`config.mk`:
```
export PLATFORM = sky130hd
export DESIGN_NAME = cond_branch_unit
export DESIGN_NICKNAME = d
export VERILOG_FILES = /design/src/rtl/cond_branch_unit.sv
export SDC_FILE = /design/constraint.sdc
export NUM_CORES = 1
export LEC_CHECK = 0
export ABC_AREA = 1
export BUFFER_PORTS_ARGS = -buffer_cell sky130_fd_sc_hd__clkbuf_2
export CAP_MARGIN = 10
export CORE_MARGIN = 5
export CORE_UTILIZATION = 55
export CTS_BUF_LIST = sky130_fd_sc_hd__clkbuf_16
export DETAILED_ROUTE_END_ITERATION = 16
export GPL_TIMING_DRIVEN = 0
export PLACE_DENSITY = 0.82
export SLEW_MARGIN = 20
export SYNTH_ARGS = -nofsm -noshare
export SYNTH_HDL_FRONTEND = slang
export SYNTH_SLANG_ARGS = --single-unit
export TNS_END_PERCENT = 30
```
`constraint.sdc`:
```
create_clock -name Clk -period 5.3 [get_ports Clk]
set_input_delay 0.53 -clock Clk [delete_from_list [all_inputs] [get_ports Clk]]
set_output_delay 0.53 -clock Clk [all_outputs]
set_load 0.05 [all_outputs]
```
`src/rtl/cond_branch_unit.sv`:
```
// Condition-code capture, branch-enable evaluation and a 2-bit
// saturating branch predictor feeding the mispredict flag.
//
// Ports:
//   Clk, Reset_n        : clock, asynchronous active-low reset
//   Bus_In, Carry_In,   : ALU result and its carry/overflow flags
//   Ovf_In
//   CC_Sel, LOAD_CC     : condition-code set select and load strobe
//   Cond, LOAD_BEN      : {N,Z,P,C,V} test mask and evaluate strobe
//   Pred_Idx            : predictor entry for lookup and update
//   BEN_out, BEN_valid  : registered branch enable and its strobe
//   Mispredict          : last evaluation disagreed with prediction
//   Pred_Taken          : combinational prediction for Pred_Idx
//   CC_out              : stored {N,Z,P,C,V} of the selected set
module cond_branch_unit #(
    parameter int WIDTH      = 16,
    parameter int NUM_CC     = 2,
    parameter int PRED_DEPTH = 8
) (
    input  logic                 Clk,
    input  logic                 Reset_n,
    input  logic [WIDTH-1:0]     Bus_In,
    input  logic                 Carry_In,
    input  logic                 Ovf_In,
    input  logic [((NUM_CC > 1) ? $clog2(NUM_CC) : 1)-1:0] CC_Sel,
    input  logic                 LOAD_CC,
    input  logic [4:0]           Cond,
    input  logic                 LOAD_BEN,
    input  logic [$clog2(PRED_DEPTH)-1:0] Pred_Idx,
    output logic                 BEN_out,
    output logic                 BEN_valid,
    output logic                 Mispredict,
    output logic                 Pred_Taken,
    output logic [4:0]           CC_out
);

    localparam logic [4:0] CC_RESET = 5'b01000;

    logic [4:0] cc_q  [NUM_CC];
    logic [1:0] ctr_q [PRED_DEPTH];

    logic       sel_ok;
    logic       flag_n;
    logic       flag_z;
    logic       flag_p;
    logic [4:0] flags;
    logic [4:0] cc_rd;
    logic       ben_in;
    logic [1:0] ctr_rd;

    // Non-power-of-two set counts leave select codes with no set behind them.
    assign sel_ok = int'(CC_Sel) < NUM_CC;

    assign flag_n = Bus_In[WIDTH-1];
    assign flag_z = ~|Bus_In;
    assign flag_p = ~flag_n & ~flag_z;
    assign flags  = {flag_n, flag_z, flag_p, Carry_In, Ovf_In};

    always_comb begin
        cc_rd = 5'b00000;
        if (sel_ok) begin
            cc_rd = cc_q[CC_Sel];
        end
    end

    assign CC_out = cc_rd;

    // Evaluated from the stored flags, so a same-cycle load is not seen.
    assign ben_in = |(Cond & cc_rd);

    assign ctr_rd     = ctr_q[Pred_Idx];
    assign Pred_Taken = ctr_rd[1];

    always_ff @(posedge Clk or negedge Reset_n) begin
        if (!Reset_n) begin
            for (int i = 0; i < NUM_CC; i++) begin
                cc_q[i] <= CC_RESET;
            end
        end else if (LOAD_CC && sel_ok) begin
            cc_q[CC_Sel] <= flags;
        end
    end

    always_ff @(posedge Clk or negedge Reset_n) begin
        if (!Reset_n) begin
            for (int i = 0; i < PRED_DEPTH; i++) begin
                ctr_q[i] <= 2'd1;
            end
        end else if (LOAD_BEN) begin
            if (ben_in && ctr_rd != 2'd3) begin
                ctr_q[Pred_Idx] <= ctr_rd + 2'd1;
            end else if (!ben_in && ctr_rd != 2'd0) begin
                ctr_q[Pred_Idx] <= ctr_rd - 2'd1;
            end
        end
    end

    always_ff @(posedge Clk or negedge Reset_n) begin
        if (!Reset_n) begin
            BEN_out    <= 1'b0;
            BEN_valid  <= 1'b0;
            Mispredict <= 1'b0;
        end else begin
            BEN_valid <= LOAD_BEN;
            if (LOAD_BEN) begin
                BEN_out    <= ben_in;
                Mispredict <= ben_in != Pred_Taken;
            end
        end
    end

endmodule

```
==> metrics, run 1 <==
WP data arrival 2510 ps; post-CTS setup buffers 0; crit path max-delay cell type ha_1; Hold Vio Cnt, Final 0; DP Wirelength 2800 µm; Pins Over Slew Limit 0; IR Drop Worst-Case VDD 242 µV; clk_skew 3.61 ps; Total Power 0.000906 W; Worst path most repeated cell nand2_1; # DRC 0; H-tree depth 2; number of global-route vias before repair 1604; share of the synthesized area in the top cell type 0.286; Synth Register Bits 29; class of the worst hold path input port to asynchronous set/reset pin; area of the multi-input gates 779 µm²; highest clock rate 427 MHz; worst-margin pin slew 712 ps; Mapped Area 0.00166 mm²; syn_nets 261; Async SR Flop Fraction 1.00; vias 1626; worst r2r path cells 10; reg-to-reg slack, setup 3040 ps; largest net degree at the start of global routing 30; synthesized area per cell 7.29 µm²; Worst Setup End Kind register; CTS tree yes; initial core utilization 0.558; crit share post-route 0.442; PortBufs 39; Max Cap Viol 0; area grow syn2layout 22.2%; WL per Instance 12.5 µm; Worst-path clk slew 50 ps; initial antenna violation count 0; PostCTS Resize Cnt 0; GRT overflow 0; min Tclk post-route 2340 ps; drt initial violations 147; critical path class input port to register; Setup violations, final 0; clk root buf clkbuf_16; FF/Latch Area 738 µm²; Post-synth EDFFs 0; DR vias/cell 5.30; cts bufs inserted 5; Seq/Total Area, Yosys 0.444; Leak 1.12 nW; Critical R2R Capture ctr_q[9]$_DFFE_PN0P_; Post-Synthesis Cells 228; Pre-Repair DR Iteration Count 4; post-synth cell types 25; fillcell total 254; Critical Path RT 5460 ps; Max clock buf depth 2; placed cells 300; setup TNS 0 ps; hold-fix buffers at CTS 0; clk_lat worst skew 270 ps; CP Launch Type input port; synth warn 0; drt total wl 3830 µm; top_reg_cell synth dfrtp_1; critical-path cell list clkbuf_2 > clkinv_1 > a21oi_1 > o21ai_0 > nand2_1 > clkinv_1 > ha_1 > nand3_1 > nand4_1 > nand2_1 > nand2_1; Clock Sinks 29; cell taking the most area after synthesis dfrtp_1; Die X 65.0 µm; Slew Limit Headroom 0.525; first-pass GRT wire length 6680 µm; Cell Rows 20; n_diodes 0; Core Box Area 0.00298 mm²; Synth area leaders dfrtp_1, nand2_1, dfstp_2; outcome finished clean; GRT Util Overall 0.207; Post-DRT Antenna Nets 0; largest fanout on the critical path 9; largest stage delay on the critical path 320 ps; share of layout cells above drive strength 1 0.245; Final nets 307; fin cells 307; Final Wtd Congestion 0.896; IO Count 40; Die ar. 0.00422 mm²; RSZ-0062 raised after global routing no; floorplan die height 65.0 µm; Power Dens Cells 446 mW/mm²
[final cells by class]
cell class / count / share of cell area
multi-input cells: 164 / 0.384
flip-flops and latches: 29 / 0.364
repair buffers: 39 / 0.0961
clock buffers: 5 / 0.0616
inverters: 32 / 0.0591
well taps: 33 / 0.0203
plain buffers: 3 / 0.0117
clock inverters: 2 / 0.00370
[worst max path at each step]
stage | end | slack (ps) | startpoint | cells past startpoint
finish | ctr_q[9]$_DFFE_PN0P_ | 2960 | Pred_Idx[1] | 11
global placement | ctr_q[9]$_DFFE_PN0P_ | 2760 | Pred_Idx[1] | 11
floorplan | register | 2950 | Pred_Idx[0] | 14
detailed placement | ctr_q[9]$_DFFE_PN0P_ | 2720 | Pred_Idx[1] | 11
global route | ctr_q[5]$_DFFE_PN0P_ | 2740 | Pred_Idx[1] | 11
CTS | ctr_q[9]$_DFFE_PN0P_ | 2970 | Pred_Idx[1] | 11
[layout by cell type, fill, tap and decap left out, types with 2 or more instances in the layout]
cell and n:
dfstp_2 10, ha_1 2, inv_1 28, inv_2 2, a21oi_1 7, clkinv_1 4
clkbuf_16 5, dfrtp_1 19, clkbuf_2 39, nand2_2 6, nand3_1 31, nor4_1 3
and2_1 3, nor2_1 7, o21ai_0 9, nor3_1 2, nand4_1 9, nand2_1 79
[metal layers]
layer / track usage / vias up / part of all wire
met4: 0.0871 / 0 / 0.017
met5: 0 / - / 0
met3: 0.0485 / 7 / 0.055
li1: - / 826 / -
met2: 0.373 / 44 / 0.51
met1: 0.231 / 749 / 0.41
[critical path: cells and delay by family]
kind            cells  cell delay, ps
compound gates      2             270
fa+ha+maj           1             320
simple gates        5             750
buf+inv             3             640
[power breakdown]
group          total, W  switching (W)  internal (W)
sequential     0.000359      0.0000417      0.000317
combinational  0.000289       0.000196     0.0000928
clock          0.000258      0.0000909      0.000167
total          0.000906       0.000329      0.000577
[per-stage QoR]
stage	hold WS [ps]	worst slack [ps]	util	instance area, µm²
final	301	2960	0.682	2030
after global routing	367	2740	0.682	2030
after CTS	326	2970	0.682	2030
after detailed placement	454	2720	0.637	1900
after global placement	452	2760	0.637	1900
after floorplan	234	2950	-	1660
[cell families (layout without fill, tap and decap cells)]
kind of cell,count (synthesis),in the layout,share of synthesized area
AO/OA/AOI/OAI,19,19,0.0617
flip-flops,29,29,0.444
buffers and inverters,35,81,0.0866
adder cells (fa/ha/maj),2,2,0.0151
AND/OR/NAND/NOR,143,143,0.392
[synth_stat cells (2+ instances only)]
| library cell | count |
|---|---|
| nor2_1 | 7 |
| dfstp_2 | 10 |
| inv_2 | 2 |
| clkinv_1 | 3 |
| a21oi_1 | 7 |
| and2_1 | 3 |
| inv_1 | 27 |
| nand2_1 | 79 |
| ha_1 | 2 |
| nor3_1 | 2 |
| nand2_2 | 6 |
| dfrtp_1 | 19 |
| nand4_1 | 9 |
| nand3_1 | 31 |
| nor4_1 | 3 |
| o21ai_0 | 9 |
No activity file was read; power rests on OpenSTA's default activity.
==> run 2, diff against run 1 <==
--- a/config.mk
+++ b/config.mk
@@ -5,15 +5,15 @@
 export SDC_FILE = /design/constraint.sdc
 export NUM_CORES = 1
 export LEC_CHECK = 0
-export ABC_AREA = 1
+export ABC_AREA = 0
 export BUFFER_PORTS_ARGS = -buffer_cell sky130_fd_sc_hd__clkbuf_2
 export CAP_MARGIN = 10
 export CORE_MARGIN = 5
-export CORE_UTILIZATION = 55
+export CORE_UTILIZATION = 46
 export CTS_BUF_LIST = sky130_fd_sc_hd__clkbuf_16
 export DETAILED_ROUTE_END_ITERATION = 16
 export GPL_TIMING_DRIVEN = 0
-export PLACE_DENSITY = 0.82
+export PLACE_DENSITY = 0.74
 export SLEW_MARGIN = 20
 export SYNTH_ARGS = -nofsm -noshare
 export SYNTH_HDL_FRONTEND = slang
==> constraint.sdc (replaced) <==
create_clock -name Clk -period 2.1 [get_ports Clk]
set_input_delay 0.21 -clock Clk [delete_from_list [all_inputs] [get_ports Clk]]
set_output_delay 0.21 -clock Clk [all_outputs]
set_load 0.05 [all_outputs]
==> run 2 against run 1 <==
Effect of this change: worst hold slack worse by 310 ps; register-to-register slack worse by 3300 ps; sequential cell count unchanged; wire length down 6.9%; sequential power rose to 2.6 times the previous value; die area up 5.0%; highest routed layer unchanged; global-route usage down 3.0 points; largest cell class unchanged; the run now ends with negative hold slack, negative setup slack left; non-clock buffer count up 6; clock-buffer cell count unchanged; clock power up 150%; first-iteration DRC count down 77%; critical path depth down 4.
==> metrics, run 2 <==
cell taking the most area after synthesis dfrtp_1; area grow syn2layout 38.6%; min Tclk post-route 2390 ps; synthesized area per cell 12.0 µm²; # DRC 0; Top Usage Layer GRT met2; Post-synth EDFFs 0; Setup violations, final 16; initial antenna violation count 0; share of the synthesized area in the top cell type 0.323; PortBufs 35; Pins Over Slew Limit 0; Post-Synthesis Cells 123; Die ar. 0.00443 mm²; drt initial violations 34; Cell Rows 20; Synth Register Bits 29; cts bufs inserted 5; CP Launch Type register; DP Wirelength 2580 µm; Slew Limit Headroom 0.527; clk_skew 4.55 ps; largest fanout on the critical path 5; top_reg_cell synth dfrtp_1; Final Wtd Congestion 0.827; met2 Track Usage GR 0.324; Core Box Area 0.00305 mm²; class of the worst hold path input port to asynchronous set/reset pin; Global Route met3 Usage 0.0405; Mapped Area 0.00147 mm²; largest net degree at the start of global routing 30; GRT overflow 0; crit share post-route 1.14; vias 1206; post-synth cell types 30; met1 Use GR 0.198; Leak 0.906 nW; Hold Vio Cnt, Final 19; Max Cap Viol 0; setup TNS -3940 ps; number of global-route vias before repair 1320; WP data arrival 2580 ps; initial core utilization 0.482; Seq/Total Area, Yosys 0.501; first-pass GRT wire length 5920 µm; RSZ-0062 raised after global routing yes; floorplan die height 66.6 µm; Async SR Flop Fraction 1.00; syn_nets 156; failing checks negative hold slack, negative setup slack; Critical Path RT 2290 ps; Clock Sinks 29; critical path class register to register; IO Count 40; WL per Instance 16.4 µm; Worst-path clk slew 50 ps; clk_lat worst skew 270 ps; Final nets 206; Synth area leaders dfrtp_1, dfstp_2, mux2_2; GRT Util Overall 0.177; synth warn 0; commonest cells after routing, fill and taps aside clkbuf_2, dfrtp_1, dfstp_2; Power Dens Cells 1200 mW/mm²; outcome finished, violations left; Die X 66.6 µm; final worst slack -291 ps; n_diodes 0; H-tree depth 2; share of layout cells above drive strength 1 0.563; Worst Setup End Kind register; clk root buf clkbuf_16; DR vias/cell 5.53; highest clock rate 418 MHz; Hold WS -13.0 ps; most common cell after layout, fill and taps aside clkbuf_2; IR Drop Worst-Case VDD 678 µV; Post-synth top cells dfrtp_1, mux2_2, dfstp_2; top-count cell post-synth dfrtp_1; Max clock buf depth 2; worst-margin pin slew 709 ps; CTS tree yes; drt total wl 3570 µm; Post-DRT Antenna Nets 0; Pre-Repair DR Iteration Count 4
==> run 2: changes by cell type after synthesis, sizes merged, moves of 6 or more <==
cell | before | now
nand2 | 86 | 7
mux2 | 0 | 19
inv | 29 | 4
a2bb2oi | 0 | 8
nand3 | 32 | 0
nand4 | 9 | 3
==> run 2: final timing paths <==
kind,from,end,slack (ps),depth (start not counted)
worst max-delay path,ctr_q[1]$_DFFE_PN0P_,register,-290,7
worst min-delay path,Reset_n,cc_q[1]$_DFFE_PN0P_,-10,1
worst max register to register,ctr_q[1]$_DFFE_PN0P_,register,-290,7
worst min register to register,cc_q[8]$_DFFE_PN1P_,cc_q[8]$_DFFE_PN1P_,500,2
max in group asynchronous,Reset_n,ctr_q[7]$_DFFE_PN0P_,1660,1
min in group Clk,LOAD_BEN,BEN_valid$_DFF_PN0_,120,1
==> run 2: timing repair <==
action,4_1_cts,5_1_grt
hold buffers,0,0
setup endpoints to repair,16,16
pin swaps,6,3
hold endpoints to repair,0,0
setup buffers,6,2
resized for setup,2,1
==> run 2: report_power, final <==
group          switching, W  total [W]  internal (W)
Combinational      0.000462   0.000890      0.000428
Clock              0.000214   0.000637      0.000423
Sequential         0.000112   0.000920      0.000808
==> run 2: cell type report <==
cell class                      instances  area [µm²]
Fill cell                             253        1010
Multi-Input combinational cell         85         808
Sequential cell                        29         738
Timing Repair Buffer                   43         235
Clock buffer                            5         125
Tap cell                               44        55.1
Buffer                                  5        50.0
Inverter                                4        17.5
Clock inverter                          3        11.3
==> run 2: through the flow <==
stage	power (W)	setup WS (ps)	utilization	cell area (µm²)	cells
3_3_place_gp	0.00170	-443	0.599	1830	202
2_1_floorplan	0.00155	-218	-	1600	123
3_5_place_dp	0.00174	-515	0.599	1830	202
4_1_cts	0.00245	-288	0.661	2020	216
6_report	0.00245	-291	0.668	2040	218
5_1_grt	0.00257	-350	0.668	2040	218
==> run 2: kinds of logic (layout without fill, tap and decap cells) <==
group                      after synthesis  in the layout  synth area share
adders and majority gates                2              2            0.0170
muxes                                   26             26             0.212
DFF                                     29             29             0.501
buffers and inverters                    9             60            0.0280
AOI/OAI and AO/OA                       29             29             0.143
and+or+nand+nor                         27             27            0.0926
xor gates and xnor gates                 1              1           0.00595
==> run 2: critical path, stage by stage (launching register included) <==
cell and delay, ps:
dfrtp_1 370, mux4_2 500, mux2i_4 210, inv_4 60, ha_4 160, a2111o_1 420
a21oi_2 240, mux2_1 340
==> run 2: layer usage <==
layer	share of wire	up-vias
li1	-	564
met4	0.0078	0
met2	0.53	33
met1	0.42	605
met3	0.041	4
met5	0	-
==> run 3, diff against run 2 <==
--- a/config.mk
+++ b/config.mk
@@ -8,12 +8,13 @@
 export ABC_AREA = 0
 export BUFFER_PORTS_ARGS = -buffer_cell sky130_fd_sc_hd__clkbuf_2
 export CAP_MARGIN = 10
+export CELL_PAD_IN_SITES_DETAIL_PLACEMENT = 0
+export CELL_PAD_IN_SITES_GLOBAL_PLACEMENT = 2
 export CORE_MARGIN = 5
-export CORE_UTILIZATION = 46
+export CORE_UTILIZATION = 30
 export CTS_BUF_LIST = sky130_fd_sc_hd__clkbuf_16
 export DETAILED_ROUTE_END_ITERATION = 16
-export GPL_TIMING_DRIVEN = 0
-export PLACE_DENSITY = 0.74
+export PLACE_DENSITY = 0.77
 export SLEW_MARGIN = 20
 export SYNTH_ARGS = -nofsm -noshare
 export SYNTH_HDL_FRONTEND = slang
==> run 3 against run 2 <==
Effect of this change: the flow still finishes with violations (negative hold slack, negative setup slack); via count grew 2.4%; die area grew 45%; combinational power grew 17%; clock-buffer cell count is the same; worst hold slack gained 2.4 ps; final cell count grew 19%; critical path depth is the same; non-clock buffer count grew 18; maximum frequency grew 1.2%; clock power grew 1%; final area grew 8.5%; critical path type unchanged.
==> metrics, run 3 (same netlist as run 2, synthesis figures left out) <==
RSZ-0062 raised after global routing yes; Critical Path Start ctr_q[3]$_DFFE_PN0P_; placed cells 250; H-tree depth 2; IR Drop Worst-Case VDD 561 µV; Crit path max-delay family multiplexers; Leak 0.999 nW; CTS tree yes; floorplan die height 80.1 µm; Clock Sinks 29; Worst-path clk slew 50 ps; first-pass GRT wire length 6820 µm; post-route cell area 0.00221 mm²; Slew Limit Headroom 0.517; clk_lat worst skew 270 ps; WP data arrival 2560 ps; worst r2r path cells 7; Critical Path RT 2290 ps; WP buf/inv 1; reg2reg start ctr_q[3]$_DFFE_PN0P_; Die ar. 0.00641 mm²; Hold WS -10.6 ps; met2 Track Usage GR 0.230; Worst Setup End Kind register; largest stage delay on the critical path 510 ps; Final nets 224; IO Count 40; DP Wirelength 3130 µm; GRT overflow 0; CP Launch Type register; # DRC 0; Global Route met3 Usage 0.0291; DR vias/cell 4.77; commonest cells after routing, fill and taps aside clkbuf_2, buf_4, dfrtp_1; Pins Over Slew Limit 0; drt total wl 4060 µm; initial core utilization 0.310; Max Cap Viol 0; class of the worst hold path input port to asynchronous set/reset pin; Power Dens Cells 1180 mW/mm²; Hold Vio Cnt, Final 9; reg-to-reg slack, setup -260 ps; Die X 80.1 µm; share of layout cells above drive strength 1 0.635; crit path max-delay cell type mux4_2; placed cell areas 0.00202 mm²; min Tclk post-route 2360 ps; CP Depth 7; hold-fix buffers at CTS 0; setup TNS -3350 ps; highest clock rate 423 MHz; final worst slack -263 ps; Core Box Area 0.00475 mm²; Max clock buf depth 2; critical path class register to register; fin cells 259; Final Wtd Congestion 0.958; clk root buf clkbuf_16; Setup violations, final 16; cts bufs inserted 5; failing checks negative hold slack, negative setup slack; initial antenna violation count 0; GRT Util Overall 0.136; largest net degree at the start of global routing 30; n_diodes 0; critical-path cell list mux4_2 > mux2i_4 > inv_4 > ha_4 > a2111o_1 > a21oi_2 > mux2_4; number of global-route vias before repair 1351; crit share post-route 1.13; Pre-Repair DR Iteration Count 4; met1 Use GR 0.176; drt initial violations 100; outcome finished, violations left; vias 1235; Cell Rows 25; most common cell after layout, fill and taps aside clkbuf_2; PortBufs 39; largest fanout on the critical path 5; clk_skew 5.04 ps; area grow syn2layout 50.4%; WL per Instance 15.7 µm; fillcell total 472; Post-DRT Antenna Nets 0; Top Usage Layer GRT met2; worst-margin pin slew 725 ps
-- run 3: cell types whose count changed in the layout (fill, tap and decap cells not counted), moves of 2 or more --
cell and change:
a2bb2oi_1 -5, clkbuf_2 +2, a2bb2oi_2 +5, buf_4 +18
-- run 3: how the worst min path moves through the flow --
stage	end	slack [ps]	cells after the start
floorplan	BEN_out$_DFFE_PN0P_	-90	0
global placement	BEN_valid$_DFF_PN0_	290	1
detailed placement	BEN_valid$_DFF_PN0_	300	1
CTS	BEN_valid$_DFF_PN0_	10	1
global route	BEN_valid$_DFF_PN0_	60	1
finish	cc_q[2]$_DFFE_PN0P_	-10	1
-- run 3: report_power, final --
| part | leakage [nW] | internal (W) | switching, W |
|---|---|---|---|
| Sequential | 0.323 | 0.000809 | 0.000131 |
| Combinational | 0.602 | 0.000545 | 0.000492 |
| Clock | 0.0738 | 0.000424 | 0.000221 |
| Total | 0.999 | 0.00178 | 0.000845 |
-- run 3: metal layers --
| layer | vias up | share of wire |
|---|---|---|
| met5 | - | 0 |
| met2 | 20 | 0.51 |
| met3 | 2 | 0.029 |
| met1 | 616 | 0.45 |
| li1 | 597 | - |
| met4 | 0 | 0.0062 |
-- run 3: what timing repair did --
item	CTS	global route
setup endpoints to repair	16	17
gates cloned	0	0
endpoints found under the hold margin	0	0
resized for setup	8	2
pin swaps	6	0
buffers inserted	1	0
-- run 3: final cells by class --
cell class	count	area [µm²]	area share
multi-input cells	85	827	0.373
clock buffers	5	125	0.0565
well taps	67	83.8	0.0379
flip-flops and latches	29	738	0.333
repair buffers	66	412	0.186
clock inverters	3	11.3	0.00508
inverters	4	17.5	0.00791
-- run 3: per-stage QoR --
| stage | util | total power, W | worst slack (ps) |
|---|---|---|---|
| 2_1_floorplan | - | 0.00155 | -218 |
| 3_3_place_gp | 0.425 | 0.00184 | -267 |
| 3_5_place_dp | 0.425 | 0.00187 | -320 |
| 4_1_cts | 0.465 | 0.00261 | -241 |
| 5_1_grt | 0.466 | 0.00274 | -353 |
| 6_report | 0.466 | 0.00262 | -263 |
